===== src/rtl/regfile_pkg.sv =====
// rtl/regfile_pkg.sv - shared read-mode encodings for the 2R1W register file
package regfile_pkg;

  // Read/write collision policy selected by the RD_MODE parameter
  localparam int RD_FIRST = 0;  // same-address read returns pre-write contents
  localparam int WR_FIRST = 1;  // same-address read returns strobed write data merged in

endpackage


===== src/rtl/regfile_rd_port.sv =====
// rtl/regfile_rd_port.sv - one registered read port: range check, write bypass, output register
module regfile_rd_port
  import regfile_pkg::*;
#(
  parameter int WIDTH   = 16,
  parameter int DEPTH   = 8,
  parameter int ADDR_W  = 4,
  parameter int RD_MODE = RD_FIRST
) (
  input  logic              clk,
  input  logic              rst,
  input  logic              rd_en,
  input  logic [ADDR_W-1:0] rd_addr,
  input  logic [WIDTH-1:0]  mem_word,
  input  logic              wr_en,
  input  logic [ADDR_W-1:0] wr_addr,
  input  logic [WIDTH-1:0]  wr_data,
  input  logic [WIDTH/8-1:0] wr_strb,
  output logic [WIDTH-1:0]  rd_data,
  output logic              rd_valid,
  output logic              addr_err
);

  localparam int NB = WIDTH / 8;

  logic             in_range;
  logic             hit;
  logic [WIDTH-1:0] next_word;

  // Replace only the strobed byte lanes of the stored word with the write data
  function automatic logic [WIDTH-1:0] merge_bytes(input logic [WIDTH-1:0] old_word,
                                                   input logic [WIDTH-1:0] new_word,
                                                   input logic [NB-1:0]    strb);
    logic [WIDTH-1:0] res;
    res = old_word;
    for (int b = 0; b < NB; b++) begin
      if (strb[b]) res[8*b +: 8] = new_word[8*b +: 8];
    end
    return res;
  endfunction

  assign in_range = 32'(rd_addr) < 32'(DEPTH);
  assign addr_err = rd_en & ~in_range;
  assign hit      = wr_en && (wr_addr == rd_addr) && in_range;

  // Select the word to capture: zero when out of range, bypassed write data in write-first mode
  always_comb begin
    next_word = mem_word;
    if ((RD_MODE == WR_FIRST) && hit) next_word = merge_bytes(mem_word, wr_data, wr_strb);
    if (!in_range) next_word = '0;
  end

  // Output register: valid pulses one cycle after a request, data holds otherwise
  always_ff @(posedge clk) begin
    if (!rst) begin
      rd_data  <= '0;
      rd_valid <= 1'b0;
    end else begin
      rd_valid <= rd_en;
      if (rd_en) rd_data <= next_word;
    end
  end

endmodule


===== src/rtl/regfile_param_2r1w.sv =====
// rtl/regfile_param_2r1w.sv - parameterised flip-flop register file, two read ports and one byte-strobed write port
module regfile_param_2r1w
  import regfile_pkg::*;
#(
  parameter int WIDTH   = 16,
  parameter int DEPTH   = 8,
  parameter int ADDR_W  = 4,
  parameter int RD_MODE = RD_FIRST
) (
  input  logic               CLK,
  input  logic               RST,
  input  logic               WrEn,
  input  logic [ADDR_W-1:0]  WrAddr,
  input  logic [WIDTH-1:0]   WrData,
  input  logic [WIDTH/8-1:0] WrStrb,
  input  logic               RdEnA,
  input  logic [ADDR_W-1:0]  RdAddrA,
  output logic [WIDTH-1:0]   RdDataA,
  output logic               RdValidA,
  input  logic               RdEnB,
  input  logic [ADDR_W-1:0]  RdAddrB,
  output logic [WIDTH-1:0]   RdDataB,
  output logic               RdValidB,
  output logic               AddrErr
);

  localparam int NB = WIDTH / 8;

  logic [WIDTH-1:0] mem [DEPTH];
  logic [WIDTH-1:0] word_a;
  logic [WIDTH-1:0] word_b;
  logic             wr_in_range;
  logic             err_a;
  logic             err_b;

  assign wr_in_range = 32'(WrAddr) < 32'(DEPTH);

  // Storage update: only strobed bytes of an in-range address change; reset clears everything
  always_ff @(posedge CLK) begin
    if (!RST) begin
      for (int i = 0; i < DEPTH; i++) mem[i] <= '0;
    end else if (WrEn) begin
      for (int i = 0; i < DEPTH; i++) begin
        if (WrAddr == ADDR_W'(i)) begin
          for (int b = 0; b < NB; b++) begin
            if (WrStrb[b]) mem[i][8*b +: 8] <= WrData[8*b +: 8];
          end
        end
      end
    end
  end

  // Read muxes decode addresses explicitly so out-of-range addresses never index the array
  always_comb begin
    word_a = '0;
    word_b = '0;
    for (int i = 0; i < DEPTH; i++) begin
      if (RdAddrA == ADDR_W'(i)) word_a = mem[i];
      if (RdAddrB == ADDR_W'(i)) word_b = mem[i];
    end
  end

  regfile_rd_port #(
    .WIDTH   (WIDTH),
    .DEPTH   (DEPTH),
    .ADDR_W  (ADDR_W),
    .RD_MODE (RD_MODE)
  ) u_port_a (
    .clk      (CLK),
    .rst      (RST),
    .rd_en    (RdEnA),
    .rd_addr  (RdAddrA),
    .mem_word (word_a),
    .wr_en    (WrEn),
    .wr_addr  (WrAddr),
    .wr_data  (WrData),
    .wr_strb  (WrStrb),
    .rd_data  (RdDataA),
    .rd_valid (RdValidA),
    .addr_err (err_a)
  );

  regfile_rd_port #(
    .WIDTH   (WIDTH),
    .DEPTH   (DEPTH),
    .ADDR_W  (ADDR_W),
    .RD_MODE (RD_MODE)
  ) u_port_b (
    .clk      (CLK),
    .rst      (RST),
    .rd_en    (RdEnB),
    .rd_addr  (RdAddrB),
    .mem_word (word_b),
    .wr_en    (WrEn),
    .wr_addr  (WrAddr),
    .wr_data  (WrData),
    .wr_strb  (WrStrb),
    .rd_data  (RdDataB),
    .rd_valid (RdValidB),
    .addr_err (err_b)
  );

  // Registered error flag: high for one cycle after any out-of-range access
  always_ff @(posedge CLK) begin
    if (!RST) AddrErr <= 1'b0;
    else      AddrErr <= (WrEn & ~wr_in_range) | err_a | err_b;
  end

endmodule

===== config.mk =====
export PLATFORM = sky130hd
export DESIGN_NAME = regfile_param_2r1w
export DESIGN_NICKNAME = d
export VERILOG_FILES = /design/src/rtl/regfile_pkg.sv /design/src/rtl/regfile_rd_port.sv /design/src/rtl/regfile_param_2r1w.sv
export SDC_FILE = /design/constraint.sdc
export NUM_CORES = 1
export LEC_CHECK = 0
export CORE_UTILIZATION = 50
export DETAILED_ROUTE_END_ITERATION = 8
export PLACE_DENSITY = 0.82
export RECOVER_POWER = 50
export SYNTH_ARGS = -nofsm -noshare
export SYNTH_HDL_FRONTEND = slang
export SYNTH_HIERARCHICAL = 1
export SYNTH_SLANG_ARGS = --single-unit

===== constraint.sdc =====
create_clock -name CLK -period 3.1 [get_ports CLK]
set_input_delay 0.93 -clock CLK [delete_from_list [all_inputs] [get_ports CLK]]
set_output_delay 0.93 -clock CLK [all_outputs]
set_load 0.02 [all_outputs]

* After elaboration in Yosys (flattened, before gate mapping) *
Memory sizes are Yosys's and may differ from the RTL's.
Cells that the tools add are included.

storage, ports and cells
  output and inout port bits = 35
  input port bits = 35
  memories kept = 1
  RAM bits = 128
  register bits = 35

memories
  memory  words  width  read ports  clocked after memory_dff  write ports  RTL line                  RTL
  mem     8      16     8           0                         8            regfile_param_2r1w.sv:29  logic [WIDTH-1:0] mem [DEPTH];

operators by class
  eq/ne operators = 21
  order comparisons = 3
  reductions and logical operators = 3
  bitwise gates (word level) = 24
  muxes and demuxes = 101

operator list
  operator              count
  $mux W16              18
  $mux W8               16
  $mux W1               67
  $eq A4 B3 Y1 const B  12
  $eq A4 B2 Y1 const B  6
  $or A1 B1 Y1          18
  $eq A4 B1 Y1 const B  3
  $logic_not A4 Y1      3
  $lt A4 B4 Y1 const B  3
  $and A1 B1 Y1         3
  $not A1 Y1            3

* Longest topological paths before layout *
  word-level depth = 10
  depth in mapped cells = 9

* Modules after synthesis *
Netlist, hierarchy kept.

modules (own cells, without submodules)
  module              times used  area an instance (µm²)  seq. area each (µm²)  cells an instance
  regfile_param_2r1w  1           7105.6                  3863.7                641
  regfile_rd_port     2           683.2                   340.3                 75

* Least setup slack after synthesis *
Ideal clock, no wire load.

  path type = input -> register
  start point = input port WrAddr[0]
  end point = memory mem[6][0] (netlist: mem[1][32]), enable pin
  data required time = 2.716 ns
  stages = 3
  path buffers = 1
  setup time = 0.384 ns
  setup slack = 0.850 ns
  data arrival time = 1.866 ns
  cell sequence = clkbuf_1 > nand2b_1 > o21ai_0

RTL lines
  what         RTL line                  RTL
  from (decl)  regfile_param_2r1w.sv:13  input logic [ADDR_W-1:0] WrAddr,
  to (decl)    regfile_param_2r1w.sv:29

* Final worst setup path *
  start point = input port RdAddrB[3]
  end point = register u_port_b.rd_data[3]

on the way
  cells in the longest elaborated chain, start to end = 10
  elaborated cells between the ends (all ways) = 18
  those cells by class = 1 x order compare; 7 x eq/ne; 9 x mux; 1 x reduce/logical

ends and longest elaborated chain
  what                    RTL line                  RTL
  from (decl)             regfile_param_2r1w.sv:21  input logic [ADDR_W-1:0] RdAddrB,
  $logic_not A4 Y1        regfile_param_2r1w.sv:59  if (RdAddrB == ADDR_W'(i)) word_b = mem[i];
  $mux W16 (7 in series)  regfile_param_2r1w.sv:59
  $mux W16 (*)            regfile_param_2r1w.sv:59
  net word_b[3]           regfile_param_2r1w.sv:31  logic [WIDTH-1:0] word_b;
  $mux W16 (*)            regfile_rd_port.sv:50     if (!in_range) next_word = '0;
  to (signal assigned)    regfile_rd_port.sv:60     if (rd_en) rd_data <= next_word;
  to (decl)               regfile_rd_port.sv:19     output logic [WIDTH-1:0] rd_data,

The timed path passes the listed nets; every way through them passes the cells marked *.
A chain may end at the register's enable or synchronous reset.

==> metrics <==
die height=132 um; top_reg_cell synth=edfxtp_1; DRC viols=0; switching share of power=25.6%; Hold Crit Depth=2; max incr delay on CP=0.71 ns; proportion of netlist area held by the largest area contributor=45.4%; TritonCTS Sinks=163; initial core utilization=51.1%; Post-synth EDFFs=128; Die ar.=17500 um2; WP data required=3.47 ns; P per Cell Area=540 nW/um2; first-pass GRT wire length=35100 um; clk_lat worst skew=0.44 ns; CP max stage cell=dlygate4sd3_1; Rows=47; Psw=1.37 mW; Resized Gates After CTS=0; Worst setup EP type=register; Post-Syn Nets=826; Cell Area, Placed=9400 um2; CP delay by family, top=buffers and inverters; cell internal pwr=3.98 mW; detailed-route via count=6649; mapped cell area=8470 um2; RSZ-0062 raised after global routing=false; Die Wd=132 um; critical path launch point type=primary input; setup_tns=0 ns; vias in the first global route=6049; I/O Buffers=69; clock power share=39.8%; core area=16600 um2; DRT iter0 DRCs=903; worst path cell trace=dlygate4sd3_1 > or3b_1 > o22ai_1 > a21oi_1 > o22ai_1 > nand2_1 > o21ai_1; post-layout instance area=9920 um2; Worst-path clk slew=0.06 ns; Ports=70; area grow syn2layout=17.1%; root buf cell=clkbuf_16; Peak VDD IR=0.424 mV; Detailed Place HPWL=16700 um; grt ovf=0; critical path arrival=2.82 ns; pre-CTS WS=0.306 ns; Tcrit/Tclk final=79.0%; Final Setup Violations=0; CP Max Fanout=11; Seq. cell area=4540 um2; M3 GR Usage=6.50%; post-synthesis sequential area ratio=53.6%; CTS tree=built; Total Routing Usage GR=26.7%; final setup margin=0.651 ns; Clock Skews=0.00697 ns; Async S/R FF share, synth=0%; Flop pwr share=48.1%; kind of critical path=primary input to register; number of nets in the layout=899; achievable frequency=0.408 GHz; status=complete, no violations; endpoints failing hold=0; Final min period=2.45 ns; initial antenna violation count=0; post-placement cell count=1065; H-tree depth=4; GR peak layer=met1; drt pass-1 iters=6; ratio of cells with drive above 1 in the final layout=11.6%; area leader, netlist=edfxtp_1; postcts setup bufs=0; M1 GR Usage=39.3%; syn_area_per_cell=10.7 um2; Syn. warnings=6; routability congestion estimate=0.934; R2R cell count=6; met2 GRT Util=38.6%; fin. max-slew vios=0; CTS Buf Count=17; cts hold-fix bufs=0; Fillers=1384; Stages on worst setup path=7; DRT antenna net count=0; worst path bufs/invs=1; Finished Layout Cells=1097; DR WL/cell=20.8 um; drt via density=6.06; Max-cap violations=0; Worst Hold Class=register to register; Combinational Power Share=12.1%; n_diodes=0; largest net degree at the start of global routing=67; Worst-Margin Slew=0.630 ns; cell mode on critical path=o22ai_1; cell count after synthesis=791; area of the multi-input gates=3450 um2; total leakage power=3.59 nW; slew margin rel.=58.0%; largest cells by area after synthesis=edfxtp_1, dfxtp_1, nor2_1; post-synth cell types=49; Yosys reg bits=163; Max Buffers Root-to-Sink=2; Post-Route WL=22800 um
==> power by group through the flow <==
stage | logic, mW | clock network (mW) | registers, mW
2_1_floorplan | 0.418 | 0 | 2.59
3_3_place_gp | 0.634 | 0 | 2.61
3_5_place_dp | 0.639 | 0 | 2.62
4_1_cts | 0.644 | 2.15 | 2.57
5_1_grt | 0.692 | 2.23 | 2.58
6_report | 0.649 | 2.13 | 2.58
==> final cells by class <==
type | count | share of cell area (%)
inverters | 18 | 0.681
repair buffers | 116 | 9.97
clock inverters | 13 | 1.51
multi-input cells | 548 | 34.8
well taps | 220 | 2.78
flip-flops and latches | 163 | 45.8
clock buffers | 19 | 4.47
==> flip-flops by register name, indices dropped and copies added, names as in the netlist <==
name               cells
AddrErr                1
u_port_a/rd_valid      1
u_port_b/rd_valid      1
u_port_b/rd_data      16
mem                  128
u_port_a/rd_data      16
==> cells by family (layout without fill, tap and decap cells) <==
logic type             after synthesis  in the layout  synth area share [%]
AO/OA/AOI/OAI                      173            173                  12.9
buffers and inverters               80            166                  5.54
flip-flops                         163            163                  53.6
multiplexers                        66             66                  10.3
AND/OR/NAND/NOR                    309            309                  17.6
==> worst reg2reg max path, stage by stage, from the launching register on <==
cell and delay [ns]:
edfxtp_1 0.43, mux2_2 0.29, a221oi_1 0.34, o22a_1 0.22
nor2_1 0.06, nand2_1 0.08, o21ai_1 0.06
==> placed cells by master (no fill, tap or decap), types with 15 or more instances in the layout <==
cell,netlist,routed
mux2i_1,34,34
o21ai_1,24,24
clkbuf_16,0,17
clkbuf_1,11,19
buf_4,11,26
clkdlybuf4s50_1,0,61
dfxtp_1,35,35
nand2b_1,16,16
mux2_2,17,17
o21ai_0,29,29
nand2_1,91,91
edfxtp_1,128,128
nor2_1,117,117
inv_1,18,18
nand3b_1,41,41
a21oi_1,37,37
mux4_2,15,15
o22ai_1,17,17
==> final timing paths <==
kind              slack (ns)                           endpoint                              from
setup / recovery        0.65   u_port_b/rd_data[3]$_SDFFE_PN0P_                        RdAddrB[3]
hold / removal          0.47   u_port_a/rd_data[7]$_SDFFE_PN0P_  u_port_a/rd_data[7]$_SDFFE_PN0P_
setup reg to reg        1.51  u_port_a/rd_data[10]$_SDFFE_PN0P_          mem[0][58]$_SDFFCE_PN0P_
hold reg to reg         0.47   u_port_a/rd_data[7]$_SDFFE_PN0P_  u_port_a/rd_data[7]$_SDFFE_PN0P_
==> cell usage after synthesis, types with 8 or more instances <==
cell type / instances
a21o_1: 8
a21oi_1: 37
a22o_1: 8
a22oi_1: 12
buf_2: 24
buf_4: 11
buf_6: 13
clkbuf_1: 11
dfxtp_1: 35
edfxtp_1: 128
inv_1: 18
mux2_2: 17
mux2i_1: 34
mux4_2: 15
nand2_1: 91
nand2b_1: 16
nand3b_1: 41
nor2_1: 117
nor2b_1: 9
o21ai_0: 29
o21ai_1: 24
o22ai_1: 17
==> through the flow <==
stage | hold slack, ns | total power, mW | utilization [%]
after floorplan | 0.544 | 3.01 | -
after global placement | 0.461 | 3.24 | 56.7
after detailed placement | 0.462 | 3.26 | 56.7
after CTS | 0.471 | 5.36 | 60.3
after global routing | 0.489 | 5.50 | 59.8
final | 0.470 | 5.35 | 59.8
==> per-layer routing <==
layer	share of wire (%)	routed length, um	vias up
li1	-	-	3028
met1	43	9750	3111
met2	44	9930	473
met3	12	2730	37
met4	1.6	360	0
met5	0	0	-
Note: power is estimated with default switching activity, not from simulation.
